**src/rtl/fifo_wr_arbiter.sv**
```systemverilog
// Round-robin write-port arbiter in front of a synchronous FIFO, with bounded bursts and stall release.
// Optional per-requester beat statistics are enabled by defining FIFO_ARB_STATS_EN.
module fifo_wr_arbiter #(
    parameter int NUM_REQ   = 4,
    parameter int MAX_BURST = 4,
    parameter int STALL_MAX = 8
) (
    input  logic                   clk,
    input  logic                   rst,
    input  logic [NUM_REQ-1:0]     req,
    input  logic [NUM_REQ*8-1:0]   wr_data_in,
    output logic [NUM_REQ-1:0]     gnt,
    input  logic                   fifo_full,
    output logic                   fifo_wr_en,
    output logic [7:0]             fifo_wr_data,
    output logic                   busy
`ifdef FIFO_ARB_STATS_EN
    ,
    input  logic                   stats_clr,
    output logic [NUM_REQ*16-1:0]  beat_count
`endif
);

    localparam int IDX_W   = $clog2(NUM_REQ);
    localparam int BEAT_W  = $clog2(MAX_BURST + 1);
    localparam int STALL_W = $clog2(STALL_MAX + 1);

    typedef enum logic [0:0] {ST_IDLE = 1'b0, ST_OWN = 1'b1} state_t;

    state_t              r_state;
    logic [NUM_REQ-1:0]  r_gnt;
    logic [IDX_W-1:0]    r_last_owner;
    logic [BEAT_W-1:0]   r_beat_cnt;
    logic [STALL_W-1:0]  r_stall_cnt;
    logic                r_busy;

    logic                w_owner_req;
    logic                w_accept;
    logic                w_release;
    logic                w_pick_valid;
    logic [IDX_W-1:0]    w_pick_idx;
    logic [7:0]          w_wr_data;

    // Scan last+1, last+2, ... so the previous owner gets lowest priority.
    function automatic logic [IDX_W:0] arb_pick(input logic [NUM_REQ-1:0] f_req,
                                                input logic [IDX_W-1:0]   f_last);
        logic             found;
        logic [IDX_W-1:0] pick;
        int               idx;
        found = 1'b0;
        pick  = f_last;
        for (int k = 1; k <= NUM_REQ; k++) begin
            idx = (int'(f_last) + k) % NUM_REQ;
            if (!found && f_req[idx]) begin
                found = 1'b1;
                pick  = IDX_W'(idx);
            end else begin
                found = found;
            end
        end
        return {found, pick};
    endfunction

    assign w_owner_req = |(r_gnt & req);
    assign w_accept    = w_owner_req & ~fifo_full;
    assign w_release   = ~w_owner_req
                       | (w_accept  && (r_beat_cnt  == BEAT_W'(MAX_BURST - 1)))
                       | (fifo_full && (r_stall_cnt == STALL_W'(STALL_MAX - 1)));
    assign {w_pick_valid, w_pick_idx} = arb_pick(req, r_last_owner);

    // Write-data mux driven by the one-hot grant; zero when nobody owns the port.
    always_comb begin
        w_wr_data = 8'd0;
        for (int i = 0; i < NUM_REQ; i++) begin
            if (r_gnt[i]) begin
                w_wr_data = w_wr_data | wr_data_in[8*i +: 8];
            end else begin
                w_wr_data = w_wr_data;
            end
        end
    end

    assign gnt          = r_gnt;
    assign busy         = r_busy;
    assign fifo_wr_en   = w_accept;
    assign fifo_wr_data = w_wr_data;

    // Arbitration FSM: grant, burst/stall accounting and same-edge hand-over.
    always_ff @(posedge clk or negedge rst) begin
        if (!rst) begin
            r_state      <= ST_IDLE;
            r_gnt        <= '0;
            r_last_owner <= IDX_W'(NUM_REQ - 1);
            r_beat_cnt   <= '0;
            r_stall_cnt  <= '0;
            r_busy       <= 1'b0;
        end else begin
            case (r_state)
                ST_IDLE: begin
                    if (w_pick_valid) begin
                        r_state      <= ST_OWN;
                        r_gnt        <= NUM_REQ'(1) << w_pick_idx;
                        r_last_owner <= w_pick_idx;
                        r_beat_cnt   <= '0;
                        r_stall_cnt  <= '0;
                        r_busy       <= 1'b1;
                    end else begin
                        r_gnt  <= '0;
                        r_busy <= 1'b0;
                    end
                end
                ST_OWN: begin
                    if (w_release && w_pick_valid) begin
                        r_gnt        <= NUM_REQ'(1) << w_pick_idx;
                        r_last_owner <= w_pick_idx;
                        r_beat_cnt   <= '0;
                        r_stall_cnt  <= '0;
                        r_busy       <= 1'b1;
                    end else if (w_release) begin
                        r_state     <= ST_IDLE;
                        r_gnt       <= '0;
                        r_beat_cnt  <= '0;
                        r_stall_cnt <= '0;
                        r_busy      <= 1'b0;
                    end else begin
                        if (w_accept && (r_beat_cnt != BEAT_W'(MAX_BURST))) begin
                            r_beat_cnt <= r_beat_cnt + BEAT_W'(1);
                        end else begin
                            r_beat_cnt <= r_beat_cnt;
                        end
                        if (!fifo_full) begin
                            r_stall_cnt <= '0;
                        end else if (r_stall_cnt != STALL_W'(STALL_MAX)) begin
                            r_stall_cnt <= r_stall_cnt + STALL_W'(1);
                        end else begin
                            r_stall_cnt <= r_stall_cnt;
                        end
                    end
                end
                default: begin
                    r_state     <= ST_IDLE;
                    r_gnt       <= '0;
                    r_beat_cnt  <= '0;
                    r_stall_cnt <= '0;
                    r_busy      <= 1'b0;
                end
            endcase
        end
    end

`ifdef FIFO_ARB_STATS_EN
    logic [NUM_REQ-1:0][15:0] r_beat_count;

    // Saturating per-requester accepted-beat counters.
    always_ff @(posedge clk or negedge rst) begin
        if (!rst) begin
            r_beat_count <= '0;
        end else if (stats_clr) begin
            r_beat_count <= '0;
        end else begin
            for (int i = 0; i < NUM_REQ; i++) begin
                if (w_accept && r_gnt[i] && (r_beat_count[i] != 16'hFFFF)) begin
                    r_beat_count[i] <= r_beat_count[i] + 16'd1;
                end else begin
                    r_beat_count[i] <= r_beat_count[i];
                end
            end
        end
    end

    assign beat_count = r_beat_count;
`endif

endmodule
```
**config.mk**
```make
export PLATFORM = sky130hd
export DESIGN_NAME = fifo_wr_arbiter
export DESIGN_NICKNAME = d
export VERILOG_FILES = /design/src/rtl/fifo_wr_arbiter.sv
export SDC_FILE = /design/constraint.sdc
export NUM_CORES = 1
export LEC_CHECK = 0
export BUFFER_PORTS_ARGS = -buffer_cell sky130_fd_sc_hd__buf_2
export CAP_MARGIN = 20
export CORE_MARGIN = 4
export CORE_UTILIZATION = 40
export CTS_CLUSTER_DIAMETER = 40
export CTS_CLUSTER_SIZE = 10
export DETAILED_ROUTE_END_ITERATION = 7
export GPL_TIMING_DRIVEN = 0
export PLACE_DENSITY = 0.73
export SYNTH_ARGS = -nofsm -noshare
export SYNTH_HDL_FRONTEND = slang
export SYNTH_SLANG_ARGS = --single-unit
```
**constraint.sdc**
```tcl
create_clock -name clk -period 1.6 [get_ports clk]
set_clock_uncertainty 0.05 [all_clocks]
set_input_delay 0.24 -clock clk [delete_from_list [all_inputs] [get_ports clk]]
set_output_delay 0.24 -clock clk [all_outputs]
set_load 0.03 [all_outputs]
```
==> results.yml, run 1 <==
clock_tree:
  htreeDepth: 1
  clk_pin_slew_ns: 0.08
  clockRootBuffer: "clkbuf_4"
  clock_latency_ns: 0.28
  cts_tree: "yes"
  cts_buffer_depth: 2
  cts_made_buffers: 3
  clock-sinks: 15
worst_setup_path:
  cp.required_ns: 1.77
  crit_type: "register to register"
  crit_arrival_ns: 1.80
  r2r-end: "r_last_owner[0]"
  crit_fanout: 5
  r2r_slack_ns: -0.03
  timing.rr.start: "gnt[3]"
  ff2ff_path_depth: 4
  end_kind: "register"
  critPathLaunchType: "register"
timing:
  setup_viol: 4
  hold-worst-slack_ns: 0.240
  tightestPinTransition_ns: 0.463
  drv_slew: 0
  setup_ws_ns: -0.0299
  max_freq_mhz: 614
  slew_headroom: 0.689
  post-route-min-period_ns: 1.63
  finalHoldViolCount: 0
  period_share: 1.02
  fin_tns_setup_ns: -0.0748
  grt_setup_unrepaired: "yes"
final_layout:
  antenna_cells: 0
  fillerInstances: 193
  design_area_um2: 1800
  area_growth_syn_to_layout_pct: 62.4
  nets: 234
  drive_above_1_share: 0.598
routing:
  first_pass_iters: 4
  wl_um: 3270
  viasPerCell: 5.32
  ant_nets: 0
  via_count: 1165
  wl_per_cell_um: 14.9
  first_iter_violations: 50
  drc: 0
place:
  globalplace.congestion: 0.767
  pre_cts_slack_ns: -0.0880
  hpwl_um: 2260
  placed_area_um2: 1430
  port-buffer-count: 52
grt:
  grt_max_degree: 16
  grt_pass1_wl_um: 4340
  grt_pass1_vias: 1034
  grt_antenna_before_repair: 0
  track_usage: 0.154
  gr-total-overflow: 0
power_and_ir_drop:
  max-vdd-ir-drop_v: 0.00109
  finalPower_mw: 2.99
  p_leak_nw: 0.844
  pwr_density_cell_nw_per_um2: 1660
die:
  start_util: 0.431
  core_um2: 2570
  dieWidth_um: 60.6
  die_h_um: 60.6
  num_rows: 18
  io_pins: 53
  die-area_um2: 3670
synth:
  synth_ff_type: "dfrtp_1"
  syn_inst: 119
  synthDistinctLibCells: 35
  yosys-top-cells-area: "dfrtp_1 (29%), a22oi_1 (11%), nand2_1 (5.8%)"
  syn_area_um2: 1110
  yosys_warnings: 0
  synthArstFlopShare: 1.00
  postSynthNetCount: 163
  synth_edf_count: 0
  avgSynthCellArea_um2: 9.29
  synth_top_cell_by_area: "dfrtp_1"
  synth_seq_cells: 15
  seq_area_frac_synth: 0.342
  synth_top_area_frac: 0.294
hold_path:
  hold_path.startpoint: "req[2]"
  min_path_type: "input port to register"
  whs_endpoint: "r_state"
  holdPathStages: 3
status:
  violations: "negative setup slack"
  outcome: "complete, but fails checks"
job:
  cap_violations: 0
==> flip-flops by register name, summed over array words and instances, names as in the netlist <==
| name | flops |
|---|---|
| gnt | 4 |
| r_stall_cnt | 4 |
| r_last_owner | 2 |
| r_state | 1 |
| r_beat_cnt | 3 |
| busy | 1 |
==> how the worst max path moves through the flow <==
stage / start / end / cells after the start / slack, ns
after CTS: r_stall_cnt[1] / r_beat_cnt[0] / 5 / -0.02
final: gnt[3] / r_last_owner[0] / 4 / -0.03
after floorplan: gnt[1] / r_last_owner[0] / 5 / -0.12
after global routing: r_beat_cnt[0] / r_beat_cnt[1] / 7 / -0.10
after global placement: gnt[1] / r_last_owner[0] / 5 / -0.07
after detailed placement: gnt[1] / r_last_owner[0] / 5 / -0.09
==> Yosys cell counts, drive strengths merged (3+ instances only) <==
library cell	count
dfrtp	13
a22o	3
nand2b	5
o31ai	6
o21ai	6
nor2	7
buf	5
nand2	17
mux2	3
ha	5
a22oi	16
inv	9
mux2i	3
==> layout make-up <==
type | count | area (um^2) | share of cell area
plain buffers | 1 | 11.3 | 0.00627
clock buffers | 4 | 26.3 | 0.0146
inverters | 9 | 33.8 | 0.0188
multi-input cells | 90 | 816 | 0.454
flip-flops and latches | 15 | 383 | 0.213
well taps | 30 | 37.5 | 0.0209
repair buffers | 70 | 489 | 0.272
==> timing repair <==
action,in CTS,in global routing
hold buffers,1,0
buffers inserted,12,4
cloned,0,1
hold endpoints to repair,13,0
setup endpoints to repair,11,21
pin swaps,9,19
resized for setup,10,56
==> through the flow <==
step | util | cells
after detailed placement | 0.555 | 201
after floorplan | - | 119
after global routing | 0.700 | 219
after global placement | 0.555 | 201
final | 0.700 | 219
after CTS | 0.612 | 214
==> layout by cell type (no fill, tap or decap), types with 4 or more instances in the layout <==
| cell | n |
|---|---|
| buf_6 | 16 |
| dfrtp_2 | 4 |
| o21ai_0 | 5 |
| buf_4 | 10 |
| nor2_1 | 4 |
| buf_2 | 43 |
| nand2_1 | 15 |
| a22oi_2 | 14 |
| nand2b_1 | 5 |
| inv_1 | 9 |
| dfrtp_1 | 9 |
==> cell families after synthesis <==
family | share of synthesized area
buf+inv | 0.0747
simple gates | 0.184
compound gates | 0.285
fa+ha+maj | 0.0566
mux | 0.0577
flops | 0.342
==> routing by layer <==
metal	wire, um	global-route usage	up-vias
met1	1300	0.187	560
li1	-	-	579
met3	177	0.0468	2
met5	0	0	-
met4	7	0.0186	0
met2	1780	0.275	24
==> worst max-delay path: stages (launching register included) <==
cell      delay, ns
dfrtp_2        0.44
a22o_4         0.30
o2111a_2       0.35
nor2_4         0.13
mux2_4         0.31
==> power by group <==
part	leakage, nW	internal, mW	switching (mW)
registers	0.181	0.516	0.124
clock network	0.0150	0.0969	0.116
logic	0.648	1.04	1.10
total	0.844	1.65	1.34
Power figures use the tool's default switching activity.
==> run 2: changes to the inputs <==
- ABC_AREA: default -> 1
- PLACE_DENSITY: 0.73 -> 0.7
==> results.yml, run 2 <==
routing:
  first_iter_violations: 34
  via_count: 1563
  wl_per_cell_um: 11.8
  first_pass_iters: 4
  ant_nets: 0
  wl_um: 3820
  viasPerCell: 4.82
  drc: 0
synth:
  synth_top_area_frac: 0.233
  yosys.cell_count.top_type: "nand2_1"
  synth_edf_count: 0
  yosys_warnings: 0
  seq_area_frac_synth: 0.271
  synth_ff_type: "dfrtp_1"
  yosys-top-cells-area: "dfrtp_1 (23%), nand2_1 (22%), nand2_2 (7.6%)"
  synthDistinctLibCells: 31
  synth_top_cell_by_area: "dfrtp_1"
  synthArstFlopShare: 1.00
  synth_seq_cells: 15
  avgSynthCellArea_um2: 6.77
  syn_area_um2: 1400
  postSynthNetCount: 250
  syn_inst: 206
  synth_commonest_cells: "nand2_1 (80), nand2_2 (17), inv_1 (14), nand3_1 (14), dfrtp_1 (13)"
timing:
  setup_ws_ns: -0.156
  grt_setup_unrepaired: "yes"
  finalHoldViolCount: 0
  tightestPinTransition_ns: 0.339
  max_freq_mhz: 570
  post-route-min-period_ns: 1.76
  slew_headroom: 0.774
  setup_viol: 14
  period_share: 1.10
  drv_slew: 0
clock_tree:
  cts_made_buffers: 3
  clock_latency_ns: 0.30
  htreeDepth: 1
  cts_tree: "yes"
  clk_pin_slew_ns: 0.10
  cts_buffer_depth: 2
  clock-sinks: 15
  clockRootBuffer: "clkbuf_4"
die:
  core_um2: 3360
  die_h_um: 67.1
  start_util: 0.415
  num_rows: 21
  die-area_um2: 4500
  io_pins: 53
  dieWidth_um: 67.1
status:
  violations: "negative setup slack"
  outcome: "complete, but fails checks"
grt:
  track_usage: 0.169
  grt_pass1_wl_um: 6020
  grt_antenna_before_repair: 0
  grt_pass1_vias: 1454
  gr-total-overflow: 0
  grt_max_degree: 16
power_and_ir_drop:
  internal_power_mw: 1.84
  finalPower_mw: 4.10
  pwr_density_cell_nw_per_um2: 2020
  power_frac_seq: 0.156
  p_switching_mw: 2.26
  switching_share: 0.551
  max-vdd-ir-drop_v: 0.000708
  p_leak_nw: 1.07
  pwr-share-clk: 0.055
  power_frac_comb: 0.790
worst_setup_path:
  r2r_slack_ns: -0.16
  crit_arrival_ns: 1.93
  timing.rr.start: "r_last_owner[0]"
  crit_type: "register to register"
  critPathLaunchType: "register"
  r2r-end: "r_beat_cnt[1]"
  crit_fanout: 8
  cp.required_ns: 1.78
  end_kind: "register"
  critPathMaxStageDelay_ns: 0.55
  path_common_cell: "nand2_4"
  ff2ff_path_depth: 11
  slowest_stage: "dfstp_2"
  crit_path_cell_trace: "buf_8 > inv_8 > nand2_4 > nand2_4 > nand2_4 > nand2_4 > nor2_8 > nand4_4 > nand2_4 > nand2_1 > o21ai_1"
place:
  port-buffer-count: 52
  globalplace.congestion: 0.880
  dp.cells: 304
  hpwl_um: 2640
  pre_cts_slack_ns: -0.163
final_layout:
  drive_above_1_share: 0.493
  nets: 323
  layout_commonest_cell: "nand2_1"
  antenna_cells: 0
  final_util: 0.603
  final_cell_mix: "nand2_1 (73), buf_2 (51), buf_4 (18)"
  area_growth_syn_to_layout_pct: 45.5
  fillerInstances: 310
  stdcell_count: 324
hold_path:
  min_path_type: "input port to asynchronous set/reset pin"
job:
  cap_violations: 0
run 2: logic make-up (layout without fill, tap and decap cells):
| logic type | count (synthesis) | count (layout) | synth area share |
|---|---|---|---|
| xor+xnor | 1 | 1 | 0.00628 |
| buf+inv | 25 | 97 | 0.0816 |
| compound gates | 14 | 14 | 0.0628 |
| flops | 15 | 15 | 0.271 |
| fa+ha+maj | 5 | 5 | 0.0448 |
| simple gates | 146 | 146 | 0.534 |
run 2: worst max-delay path by stage:
stage | slack, ns | to | from
2_1_floorplan | -0.01 | gnt[1] | r_last_owner[0]
3_3_place_gp | -0.17 | r_beat_cnt[2] | r_last_owner[0]
3_5_place_dp | -0.16 | gnt[1] | r_last_owner[0]
4_1_cts | -0.13 | gnt[1] | r_last_owner[0]
5_1_grt | -0.27 | r_beat_cnt[1] | r_last_owner[0]
6_report | -0.16 | r_beat_cnt[1] | r_last_owner[0]
run 2: timing repair:
action | 4_1_cts | 5_1_grt
endpoints found under the hold margin | 13 | 0
setup buffers | 16 | 3
hold buffers | 1 | 0
setup endpoints to repair | 15 | 17
resized for setup | 21 | 12
pin swaps | 7 | 3
run 2: final cells by class:
class | count | area [um^2] | area share
Tap cell | 46 | 57.6 | 0.0284
Clock inverter | 1 | 5.00 | 0.00247
Inverter | 20 | 85.1 | 0.0419
Timing Repair Buffer | 72 | 423 | 0.208
Clock buffer | 3 | 22.5 | 0.0111
Buffer | 1 | 15.0 | 0.00740
Multi-Input combinational cell | 166 | 1040 | 0.512
Sequential cell | 15 | 383 | 0.189
run 2: worst max-delay path: cells and delay by family, from the launching register on:
family | cells | cell delay [ns]
flip-flops | 1 | 0.55
AND/OR/NAND/NOR | 8 | 0.79
buffers and inverters | 2 | 0.19
AO/OA/AOI/OAI | 1 | 0.08
run 2: power groups by stage:
stage          clock network, mW  registers [mW]  logic (mW)
3_3_place_gp                   0           0.607        2.52
2_1_floorplan                  0           0.683        1.96
5_1_grt                    0.237           0.654        3.55
6_report                   0.223           0.638        3.24
4_1_cts                    0.223           0.635        3.03
3_5_place_dp                   0           0.611        2.55
run 2: per-stage QoR:
| stage | TNS, ns | hold slack [ns] | instance area, um^2 |
|---|---|---|---|
| 6_report | -1.72 | 0.316 | 2030 |
| 3_5_place_dp | -1.62 | 0.119 | 1740 |
| 4_1_cts | -1.53 | 0.335 | 1960 |
| 5_1_grt | -3.43 | 0.370 | 2030 |
| 3_3_place_gp | -1.66 | 0.109 | 1740 |
| 2_1_floorplan | -0.00959 | -0.106 | 1420 |
run 2: layer usage:
metal  vias up  wire (um)  GRT usage
li1        800          -          -
met1       703       1500      0.189
met2        56       1870      0.318
met3         4        404     0.0455
met4         0         45     0.0304
met5         -          0          0
==> run 3: changes to the inputs <==
- TNS_END_PERCENT: default -> 50
==> results.yml, run 3 (synthesis results as in run 2) <==
worst_setup_path:
  ff2ff_path_depth: 12
  r2r_slack_ns: -0.12
  critPathLaunchType: "register"
  crit_arrival_ns: 1.85
  end_kind: "register"
  crit_fanout: 8
  crit_type: "register to register"
  cp.required_ns: 1.73
die:
  core_um2: 3360
  die_h_um: 67.1
  num_rows: 21
  dieWidth_um: 67.1
  die-area_um2: 4500
  io_pins: 53
  start_util: 0.415
timing:
  setup_viol: 15
  drv_slew: 0
  fin_tns_setup_ns: -1.35
  post-route-min-period_ns: 1.72
  max_freq_mhz: 582
  finalHoldViolCount: 0
  tightestPinTransition_ns: 0.340
  hold-worst-slack_ns: 0.329
  setup_ws_ns: -0.119
  grt_setup_unrepaired: "yes"
  slew_headroom: 0.773
  period_share: 1.07
final_layout:
  layout_commonest_cell: "nand2_1"
  final_cell_mix: "nand2_1 (77), buf_2 (51), nand2_4 (15)"
  drive_above_1_share: 0.459
  nets: 315
  area_growth_syn_to_layout_pct: 40.7
  antenna_cells: 0
grt:
  grt_pass1_vias: 1349
  grt_max_degree: 16
  grt_pass1_wl_um: 5600
  track_usage: 0.158
  grt_antenna_before_repair: 0
  gr-total-overflow: 0
clock_tree:
  clock_latency_ns: 0.28
  htreeDepth: 1
  cts_made_buffers: 3
  cts_buffer_depth: 2
  cts_tree: "yes"
  clockRootBuffer: "clkbuf_4"
  clk_pin_slew_ns: 0.09
  clock-sinks: 15
routing:
  drc: 0
  wl_per_cell_um: 11.4
  ant_nets: 0
  via_count: 1515
  viasPerCell: 4.79
  first_iter_violations: 38
  wl_um: 3590
  first_pass_iters: 4
power_and_ir_drop:
  p_leak_nw: 1.02
  finalPower_mw: 3.94
  max-vdd-ir-drop_v: 0.000676
  pwr_density_cell_nw_per_um2: 2010
hold_path:
  min_path_type: "input port to asynchronous set/reset pin"
place:
  globalplace.congestion: 0.774
  hpwl_um: 2650
  port-buffer-count: 52
job:
  cap_violations: 0
status:
  outcome: "complete, but fails checks"
  violations: "negative setup slack"
[run 3: cell types whose count changed in the layout (fill, tap and decap cells not counted), sizes merged]
| cell | delta |
|---|---|
| buf | -8 |
| clkbuf | +1 |
| clkinv | -1 |
[run 3: critical path: stages (launching register included)]
cell     delay, ns
dfstp_2       0.53
buf_6         0.14
inv_8         0.06
nand2_4       0.06
nand2_4       0.06
inv_1         0.09
nand2_1       0.10
o21ai_4       0.10
nand3_2       0.12
nand2_2       0.11
inv_4         0.06
nand3_1       0.08
nand2_1       0.05
[run 3: layout make-up]
cell class / count / area, um^2
Multi-Input combinational cell: 166 / 1030
Fill cell: 309 / 1400
Tap cell: 46 / 57.6
Timing Repair Buffer: 60 / 329
Inverter: 20 / 85.1
Clock buffer: 4 / 26.3
Sequential cell: 15 / 383
Buffer: 5 / 56.3
[run 3: where the power goes]
group / switching [mW] / internal (mW)
clock: 0.125 / 0.0968
sequential: 0.0749 / 0.530
combinational: 1.99 / 1.13
total: 2.19 / 1.76
[run 3: through the flow]
step                area [um^2]  std cells  setup slack (ns)   util
finish                     1960        316            -0.119  0.584
global route               1960        316            -0.241  0.584
CTS                        1890        315            -0.124  0.563
global placement           1730        304            -0.161  0.515
detailed placement         1730        304            -0.186  0.515
floorplan                  1410        206           -0.0139      -
[run 3: final timing paths]
check / from / endpoint
worst max-delay path: r_last_owner[0] / gnt[3]
worst min-delay path: rst / r_beat_cnt[1]
worst max register to register: r_last_owner[0] / gnt[3]
worst min register to register: busy / busy
max in group asynchronous: rst / r_last_owner[1]
min in group clk: fifo_full / r_stall_cnt[0]
[run 3: what timing repair did]
| action | in CTS | in global routing |
|---|---|---|
| gates resized for setup | 21 | 16 |
| buffers inserted | 6 | 1 |
| endpoints found under the hold margin | 13 | 0 |
| pin swaps | 12 | 8 |
| setup endpoints to repair | 15 | 16 |
| hold buffers | 1 | 0 |
[run 3: metal layers]
layer	global-route usage	vias to the layer above	wire length, um
li1	-	784	-
met1	0.178	673	1470
met2	0.292	54	1700
met3	0.0388	4	373
met4	0.0405	0	43
met5	0	-	0
